`config.mk`:
```
export PLATFORM = sky130hd
export DESIGN_NAME = acondicionador_condiciones
export DESIGN_NICKNAME = d
export VERILOG_FILES = /design/src/rtl/acondicionador_condiciones_pkg.sv /design/src/rtl/acondicionador_condiciones_antirrebote.sv /design/src/rtl/acondicionador_condiciones.sv
export SDC_FILE = /design/constraint.sdc
export NUM_CORES = 1
export LEC_CHECK = 0
export ABC_AREA = 0
export BUFFER_PORTS_ARGS = -buffer_cell sky130_fd_sc_hd__buf_2
export CAP_MARGIN = 15
export CORE_ASPECT_RATIO = 1.1
export CORE_MARGIN = 2
export CORE_UTILIZATION = 40
export CTS_CLUSTER_SIZE = 16
export DETAILED_ROUTE_END_ITERATION = 8
export GPL_ROUTABILITY_DRIVEN = 0
export PLACE_DENSITY_LB_ADDON = 0.25
export RECOVER_POWER = 25
export REMOVE_ABC_BUFFERS = 1
export SLEW_MARGIN = 20
export SYNTH_ARGS = -nofsm -noshare
export SYNTH_HDL_FRONTEND = slang
export SYNTH_SLANG_ARGS = --single-unit
```
`constraint.sdc`:
```
create_clock -name clk -period 2.7 [get_ports clk]
set_input_delay 0.81 -clock clk [delete_from_list [all_inputs] [get_ports clk]]
set_output_delay 0.81 -clock clk [all_outputs]
set_load 0.02 [all_outputs]
```
`src/rtl/acondicionador_condiciones_pkg.sv`:
```
// Shared timer state encoding, default timing constants and input bit positions.
// ACOND_DEBOUNCE_EN (see antirrebote) does not affect anything defined here.
package acond_pkg;

   typedef enum logic [1:0] {
      TMR_IDLE = 2'd0,
      TMR_RUN  = 2'd1,
      TMR_DONE = 2'd2
   } tmr_state_t;

   localparam int DEB_CYCLES_DEF = 16;
   localparam int TMR_LOAD_A_DEF = 1000;
   localparam int TMR_LOAD_B_DEF = 4000;

   localparam int NUM_IN       = 5;
   localparam int IDX_COIN     = 0;
   localparam int IDX_COFFEE   = 1;
   localparam int IDX_MILK     = 2;
   localparam int IDX_CANCEL   = 3;
   localparam int IDX_WATER    = 4;
   localparam int IDX_TMR_DONE = 5;

endpackage

```
`src/rtl/acondicionador_condiciones_antirrebote.sv`:
```
// Two-flop synchronizer plus optional debouncer (ACOND_DEBOUNCE_EN) for one raw input.
// deb is registered; rise is high in the cycle whose closing edge takes deb from 0 to 1.
module antirrebote #(
   parameter int DEB_CYCLES = 16
) (
   input  logic clk,
   input  logic rst,
   input  logic raw,
   output logic deb,
   output logic rise
);

   logic sync_1;
   logic sync_2;

   always_ff @(posedge clk or negedge rst) begin
      if (!rst) begin
         sync_1 <= 1'b0;
         sync_2 <= 1'b0;
      end else begin
         sync_1 <= raw;
         sync_2 <= sync_1;
      end
   end

`ifdef ACOND_DEBOUNCE_EN
   logic [7:0] cnt;
   logic       deb_q;
   logic       last;

   // The counter only runs while sync and deb disagree, so any bounce restarts qualification.
   assign last = (sync_2 != deb_q) && (cnt == 8'(DEB_CYCLES - 1));

   always_ff @(posedge clk or negedge rst) begin
      if (!rst) begin
         cnt   <= 8'd0;
         deb_q <= 1'b0;
      end else if (sync_2 == deb_q) begin
         cnt <= 8'd0;
      end else if (last) begin
         cnt   <= 8'd0;
         deb_q <= sync_2;
      end else begin
         cnt <= cnt + 8'd1;
      end
   end

   assign deb  = deb_q;
   assign rise = last & sync_2;
`else
   assign deb  = sync_2;
   assign rise = sync_1 & ~sync_2;
`endif

endmodule

```
`src/rtl/acondicionador_condiciones.sv`:
```
// Conditions the five raw inputs and a one-shot timer into the controller condition bits.
// Build with ACOND_DEBOUNCE_EN to insert debouncers; without it inputs only pass the synchronizer.
module acondicionador_condiciones
   import acond_pkg::*;
#(
   parameter int         DEB_CYCLES  = DEB_CYCLES_DEF,
   parameter logic [4:0] STICKY_MASK = 5'b00111,
   parameter int         TMR_WIDTH   = 16,
   parameter int         TMR_LOAD_A  = TMR_LOAD_A_DEF,
   parameter int         TMR_LOAD_B  = TMR_LOAD_B_DEF
) (
   input  logic       clk,
   input  logic       rst,
   input  logic [4:0] raw_in,
   input  logic [4:0] clr,
   input  logic       tmr_start,
   input  logic       tmr_sel,
   output logic [5:0] cond,
   output logic       tmr_busy
);

   localparam logic [TMR_WIDTH-1:0] LOAD_A = (TMR_LOAD_A == 0) ? TMR_WIDTH'(1) : TMR_WIDTH'(TMR_LOAD_A);
   localparam logic [TMR_WIDTH-1:0] LOAD_B = (TMR_LOAD_B == 0) ? TMR_WIDTH'(1) : TMR_WIDTH'(TMR_LOAD_B);

   logic [NUM_IN-1:0] deb;
   logic [NUM_IN-1:0] rise;
   logic [NUM_IN-1:0] cond_in;

   for (genvar i = 0; i < NUM_IN; i++) begin : g_in
      antirrebote #(
         .DEB_CYCLES(DEB_CYCLES)
      ) u_antirrebote (
         .clk  (clk),
         .rst  (rst),
         .raw  (raw_in[i]),
         .deb  (deb[i]),
         .rise (rise[i])
      );

      if (STICKY_MASK[i]) begin : g_sticky
         logic flag;
         // A new event on the same edge as clr wins, so no event is ever lost.
         always_ff @(posedge clk or negedge rst) begin
            if (!rst) begin
               flag <= 1'b0;
            end else begin
               flag <= rise[i] | (flag & ~clr[i]);
            end
         end
         assign cond_in[i] = flag;
      end else begin : g_level
         assign cond_in[i] = deb[i];
      end
   end

   tmr_state_t           state;
   tmr_state_t           state_nxt;
   logic [TMR_WIDTH-1:0] tmr_cnt;
   logic                 start_q;
   logic                 start_rise;
   logic                 tmr_done;

   assign start_rise = tmr_start & ~start_q;

   always_ff @(posedge clk or negedge rst) begin
      if (!rst) begin
         state   <= TMR_IDLE;
         start_q <= 1'b0;
      end else begin
         state   <= state_nxt;
         start_q <= tmr_start;
      end
   end

   always_ff @(posedge clk or negedge rst) begin
      if (!rst) begin
         tmr_cnt <= '0;
      end else if (state == TMR_IDLE && start_rise) begin
         tmr_cnt <= tmr_sel ? LOAD_B : LOAD_A;
      end else if (state == TMR_RUN) begin
         tmr_cnt <= tmr_cnt - TMR_WIDTH'(1);
      end
   end

   always_comb begin
      state_nxt = state;
      case (state)
         TMR_IDLE: if (start_rise) state_nxt = TMR_RUN;
         TMR_RUN: begin
            if (!tmr_start) begin
               state_nxt = TMR_IDLE;
            end else if (tmr_cnt == TMR_WIDTH'(1)) begin
               state_nxt = TMR_DONE;
            end
         end
         TMR_DONE: if (!tmr_start) state_nxt = TMR_IDLE;
         default:  state_nxt = TMR_IDLE;
      endcase
   end

   always_comb begin
      tmr_busy = 1'b0;
      tmr_done = 1'b0;
      case (state)
         TMR_RUN:  tmr_busy = 1'b1;
         TMR_DONE: tmr_done = 1'b1;
         default: begin
            tmr_busy = 1'b0;
            tmr_done = 1'b0;
         end
      endcase
   end

   assign cond = {tmr_done, cond_in};

endmodule

```
Word level (Yosys, flattened, before mapping). Cells that the tools add are included.

$add $sub $neg: 1. Equality and inequality tests: 6. Mux-type cells: 10. Bitwise operators: 17. Reduce and logical (&&, ||, !) cells: 4.

Operators by type and width (number): 2-to-1 mux 16 bit (2); equality test 16 x 1 -> 1 bit, second input constant (1); subtractor 16 x 1 -> 16 bit, second input constant (1); 2-to-1 mux 12 bit (1); 2-to-1 mux 2 bit (4); bitwise AND 1 bit (7); NOT 1 bit (7); one-hot mux 2 bit (3 select lines) (1); inequality test 2 bit, second input constant (2); inequality test 3 x 2 -> 1 bit, second input constant (1); bitwise OR 1 bit (3); AND reduction 3 bit (1); equality test 2 x 1 -> 1 bit, second input constant (1); equality test 2 bit, second input constant (1); logical NOT 2 bit (1); 2-to-1 mux 1 bit (2); nonzero test 2 bit (1); logical AND 1 bit (1).

Register bits after elaboration: 32. Input port bits: 14. Output and inout port bits: 7. Logic and storage cells: 54.

Depth between registers and ports, before layout.
Word-level depth: 4. Depth in mapped cells: 6. Gate-level depth less buffers: 6.

Cells and area by module. Synthesis repeated with hierarchy kept, for this count alone.

Cell total of the unflattened synthesis: 128. Area, all modules: 1456.4 um2.

By module, submodules not included: acondicionador_condiciones (instances 1, cells each 113, area each 1137.3 um2, seq. area each 550.5 um2); antirrebote (instances 5, cells each 3, area each 63.8 um2, seq. area each 50.0 um2).

Worst setup path after synthesis. OpenSTA, ideal clock, no wires.

Path kind: input port to flip-flop. From: input port tmr_start. To: register tmr_cnt[12]. Setup time: 0.128 ns. Arrival: 1.647 ns. Data required time: 2.572 ns. Setup slack: 0.925 ns. Stages on the path: 5. Buffers on the path: 2. Cells stage by stage: or4b_4 -> buf_6 -> buf_8 -> o211ai_2 -> o31ai_1.

Longest elaborated chain between the ends: 3. Elaborated cells on any way between the ends: 4. Those cells by class: mux: 1; bitwise: 1; reduce/logical: 2.

Ends and longest elaborated chain: start: declaration (RTL line acondicionador_condiciones.sv:16) `input logic tmr_start,`; bitwise AND 1 bit * (RTL line acondicionador_condiciones.sv:63) `assign start_rise = tmr_start & ~start_q;`; logical AND 1 bit * (RTL line acondicionador_condiciones.sv:78) `end else if (state == TMR_IDLE && start_rise) begin`; 2-to-1 mux 16 bit / nonzero test 2 bit (equally long branches); end signal: assignment (RTL line acondicionador_condiciones.sv:79) `tmr_cnt <= tmr_sel ? LOAD_B : LOAD_A;`; end signal: assignment (RTL line acondicionador_condiciones.sv:81) `tmr_cnt <= tmr_cnt - TMR_WIDTH'(1);`; end: declaration (RTL line acondicionador_condiciones.sv:58) `logic [TMR_WIDTH-1:0] tmr_cnt;`.

Every way passes the cells marked *; elsewhere a longest branch is shown, timed or not. A chain may end at the register's enable or synchronous reset.

Final worst setup path.
From: register state[1]. To: output port tmr_busy.

Longest elaborated chain between the ends: 2.

Ends and longest elaborated chain: start: declaration (RTL line acondicionador_condiciones.sv:56) `tmr_state_t state;`; start signal: assignment (RTL line acondicionador_condiciones.sv:70) `state <= state_nxt;`; equality test 2 x 1 -> 1 bit (RTL line acondicionador_condiciones.sv:104) `case (state)`; 2-to-1 mux 1 bit (RTL line acondicionador_condiciones.sv:104); end: declaration (RTL line acondicionador_condiciones.sv:19) `output logic tmr_busy`.

Every way passes these cells.

==> flow_metrics.py <==
metrics = {
    "floorplanning": {
        "die_y_um": 66.7,
        "io_pins": 21,
        "std_cell_rows": 22,
        "initial_utilization_pct": 42.2,
        "die_x_um": 61.0,
        "core-area_mm2": 0.00339,
        "dieArea_mm2": 0.00406,
    },
    "grt": {
        "grt_usage_pct": 14.8,
        "antenna_found_initial": 0,
        "grt_remaining_overflow": 0,
        "grt_max_degree": 33,
        "grt_first_pass_wirelength_um": 4220,
        "grt_pass1_vias": 922,
    },
    "setup_path": {
        "crit_path_end_kind": "output port",
        "crit_chain": "nand2b_1, inv_1, buf_2",
        "path_class": "flop to output port",
        "crit_path_start_kind": "flop",
        "max_stage_delay_ns": 0.44,
        "slowest_stage": "dfrtp_1",
        "cp.buffers_inverters": 2,
        "cp-startpoint": "state[1]$_DFFE_PN0P_",
        "worst-path-max-fanout": 7,
        "path_delay_family": "flip-flops",
        "crit_arrival_ns": 1.34,
        "cp.required_ns": 1.89,
        "rr_startpoint": "tmr_cnt[0]$_DFFE_PN0P_",
    },
    "cts": {
        "clkTransAtPathRegs_ns": 0.09,
        "insertion_delay_ns": 0.34,
        "clk_path_buf_depth": 2,
        "cts_made_buffers": 5,
        "cts_resized": 0,
        "root_buffer": "clkbuf_4",
        "cts_sinks": 32,
        "post-cts-setup-buffers": 0,
        "htree_levels": 2,
        "cts-hold-fix-buffers": 0,
        "cts_tree": "built",
    },
    "final_layout": {
        "nNetsFinal": 155,
        "area_growth_pct": 10.7,
        "finalNonFillerCells": 188,
        "layout_common_cells": "dfrtp_1, buf_2, inv_1",
        "layout-drive-gt1-share_pct": 22.9,
        "utilization_pct": 46.7,
        "layout_commonest_cell": "dfrtp_1",
        "antenna_cells": 0,
    },
    "yosys": {
        "synth_top_family_by_area": "simple AND/OR/NAND/NOR gates",
        "yosysSeqAreaShare_pct": 56.1,
        "yosysWarnings": 0,
        "synth-compound-area-share_pct": 9.47,
        "synth_xor_area_share_pct": 4.29,
        "synthAdderAreaFrac_pct": 1.75,
        "synth_cells": 122,
        "ys_ff_latch": 32,
        "ys_types": 39,
        "syn_area_mm2": 0.00143,
        "yosys.area_share.simple_pct": 20.1,
        "syn_area_per_cell_um2": 11.7,
        "synthMuxAreaShare_pct": 0.701,
    },
    "place": {
        "dp_hpwl_um": 1700,
        "dp_slack_ns": 0.761,
        "port_buffers": 18,
        "place_inst": 180,
    },
    "sta": {
        "fmax_mhz": 465,
        "worst_clock_skew_ns": 0.0117,
        "setup_tns_ns": 0,
        "finalSetupViolations": 0,
        "timing_worst_slew_pin_value_ns": 1.67,
        "slew_headroom_pct": -11.1,
        "fin_crit_sh_pct": 79.6,
        "worst_slack_ns": 0.550,
        "slew_violations": 33,
        "hold-worst-slack_ns": 0.355,
        "period_needed_ns": 2.15,
        "rsz0062_at_grt": "no",
        "hold_viol": 0,
    },
    "hold_path": {
        "worstHoldStart": "g_in[3].u_antirrebote.sync_1$_DFF_PN0_",
        "hp-class": "flop to flop",
    },
    "routing": {
        "ant_nets": 0,
        "num_vias": 915,
        "drtIter0Drc": 18,
        "routedWlPerCell_um": 12.7,
        "dr.pass1.iters": 4,
        "drc": 0,
        "wirelength_um": 2390,
        "routed_via_density": 4.87,
    },
    "run_status": {
        "violations": "capacitance limit, slew limit",
        "status": "finished with violations",
    },
    "power_and_ir_drop": {
        "powerDensity_mw_per_mm2": 737,
        "power.leakage_nw": 0.675,
        "vdd.ir_drop.worst_v": 0.000216,
    },
    "flow_run": {
        "maxCapViolCount": 1,
    },
}
==> report_power, final <==
part / internal [mW] / switching (mW)
sequential: 0.539 / 0.0704
clock: 0.194 / 0.158
combinational: 0.0805 / 0.122
==> metrics by stage <==
step	cell area, um^2	power [mW]
6_report	1580	1.16
5_1_grt	1580	1.25
4_1_cts	1580	1.18
3_5_place_dp	1510	0.824
3_3_place_gp	1510	0.813
2_1_floorplan	1360	0.755
==> metal layers <==
layer | up-vias | part of all wire, % | wire length [um] | global-route usage (%)
li1 | 458 | - | - | -
met1 | 438 | 46 | 1100 | 17.8
met2 | 13 | 47 | 1140 | 22.4
met3 | 6 | 4.0 | 96 | 5.83
met4 | 0 | 2.5 | 59 | 8.15
met5 | - | 0 | 0 | 0
==> sequential cells by signal (all words and copies together), names as in the netlist <==
| name | cells |
|---|---|
| g_in.g_sticky.flag | 3 |
| g_in.u_antirrebote.deb | 5 |
| g_in.u_antirrebote.sync_1 | 5 |
| start_q | 1 |
| state | 2 |
| tmr_cnt | 16 |
==> logic make-up (layout without fill, tap and decap cells) <==
kind of cell	count (synthesis)	after routing
compound gates	20	20
xor+xnor	7	7
fa+ha+maj	2	2
mux	1	1
flops	32	32
buf+inv	18	36
simple gates	42	42
==> synthesized netlist by cell type <==
| master | number | share of area (%) |
|---|---|---|
| o311ai_1 | 2 | 1.2 |
| ha_1 | 2 | 1.8 |
| nor4b_1 | 1 | 0.61 |
| nor4b_4 | 1 | 1.7 |
| buf_4 | 6 | 3.2 |
| o21ai_0 | 5 | 1.8 |
| o211ai_2 | 1 | 0.88 |
| a21oi_1 | 3 | 1.1 |
| nor2b_1 | 2 | 0.88 |
| dfrtp_1 | 32 | 56 |
| nor4_2 | 1 | 0.88 |
| inv_1 | 10 | 2.6 |
| o41ai_1 | 3 | 1.8 |
| nor3_2 | 1 | 0.70 |
| nor2_2 | 1 | 0.44 |
| mux2i_1 | 1 | 0.70 |
| nand3b_1 | 1 | 0.53 |
| and3_1 | 1 | 0.44 |
| xor2_1 | 7 | 4.3 |
| nand4_1 | 3 | 1.3 |
| nor2_1 | 5 | 1.3 |
| buf_8 | 1 | 1.1 |
| or4b_4 | 1 | 0.96 |
| nand2b_1 | 1 | 0.44 |
| nor4_1 | 1 | 0.44 |
| and3b_1 | 1 | 0.61 |
| nand4b_1 | 1 | 0.61 |
| nand3_4 | 1 | 1.2 |
| o31ai_1 | 1 | 0.53 |
| buf_6 | 1 | 0.79 |
| nor3_4 | 1 | 1.1 |
| nand2_1 | 8 | 2.1 |
| nand2_2 | 1 | 0.44 |
| or3_1 | 1 | 0.44 |
| a31oi_1 | 2 | 0.88 |
| and2_1 | 1 | 0.44 |
| nor3_1 | 1 | 0.35 |
| nand3_1 | 6 | 2.1 |
| o22ai_1 | 3 | 1.3 |
==> worst register-to-register path, stage by stage, from the launching register on <==
cell	delay [ns]
dfrtp_1	0.47
inv_1	0.09
ha_1	0.16
and3b_1	0.27
nand2_1	0.18
nor4_2	0.28
mux2i_1	0.21
==> final cells by class <==
type | count | area, um^2
clock buffer | 6 | 41.3
clock inverter | 2 | 35.0
fill | 345 | 1810
inverter | 10 | 37.5
multi-input combinational | 72 | 518
sequential | 32 | 801
tap | 48 | 60.1
timing repair buffer | 18 | 87.6
==> path summary, 6_finish.rpt <==
check	end	slack, ns	depth (start not counted)
setup / recovery	tmr_busy	0.55	3
hold / removal	g_in[3].u_antirrebote.deb$_DFF_PN0_	0.36	0
setup reg to reg	tmr_cnt[14]$_DFFE_PN0P_	0.96	6
hold reg to reg	g_in[3].u_antirrebote.deb$_DFF_PN0_	0.36	0
max in group asynchronous	tmr_cnt[8]$_DFFE_PN0P_	0.84	1
min in group asynchronous	g_in[2].g_sticky.flag$_DFF_PN0_	0.89	1
(Power assumes the default switching activity.)
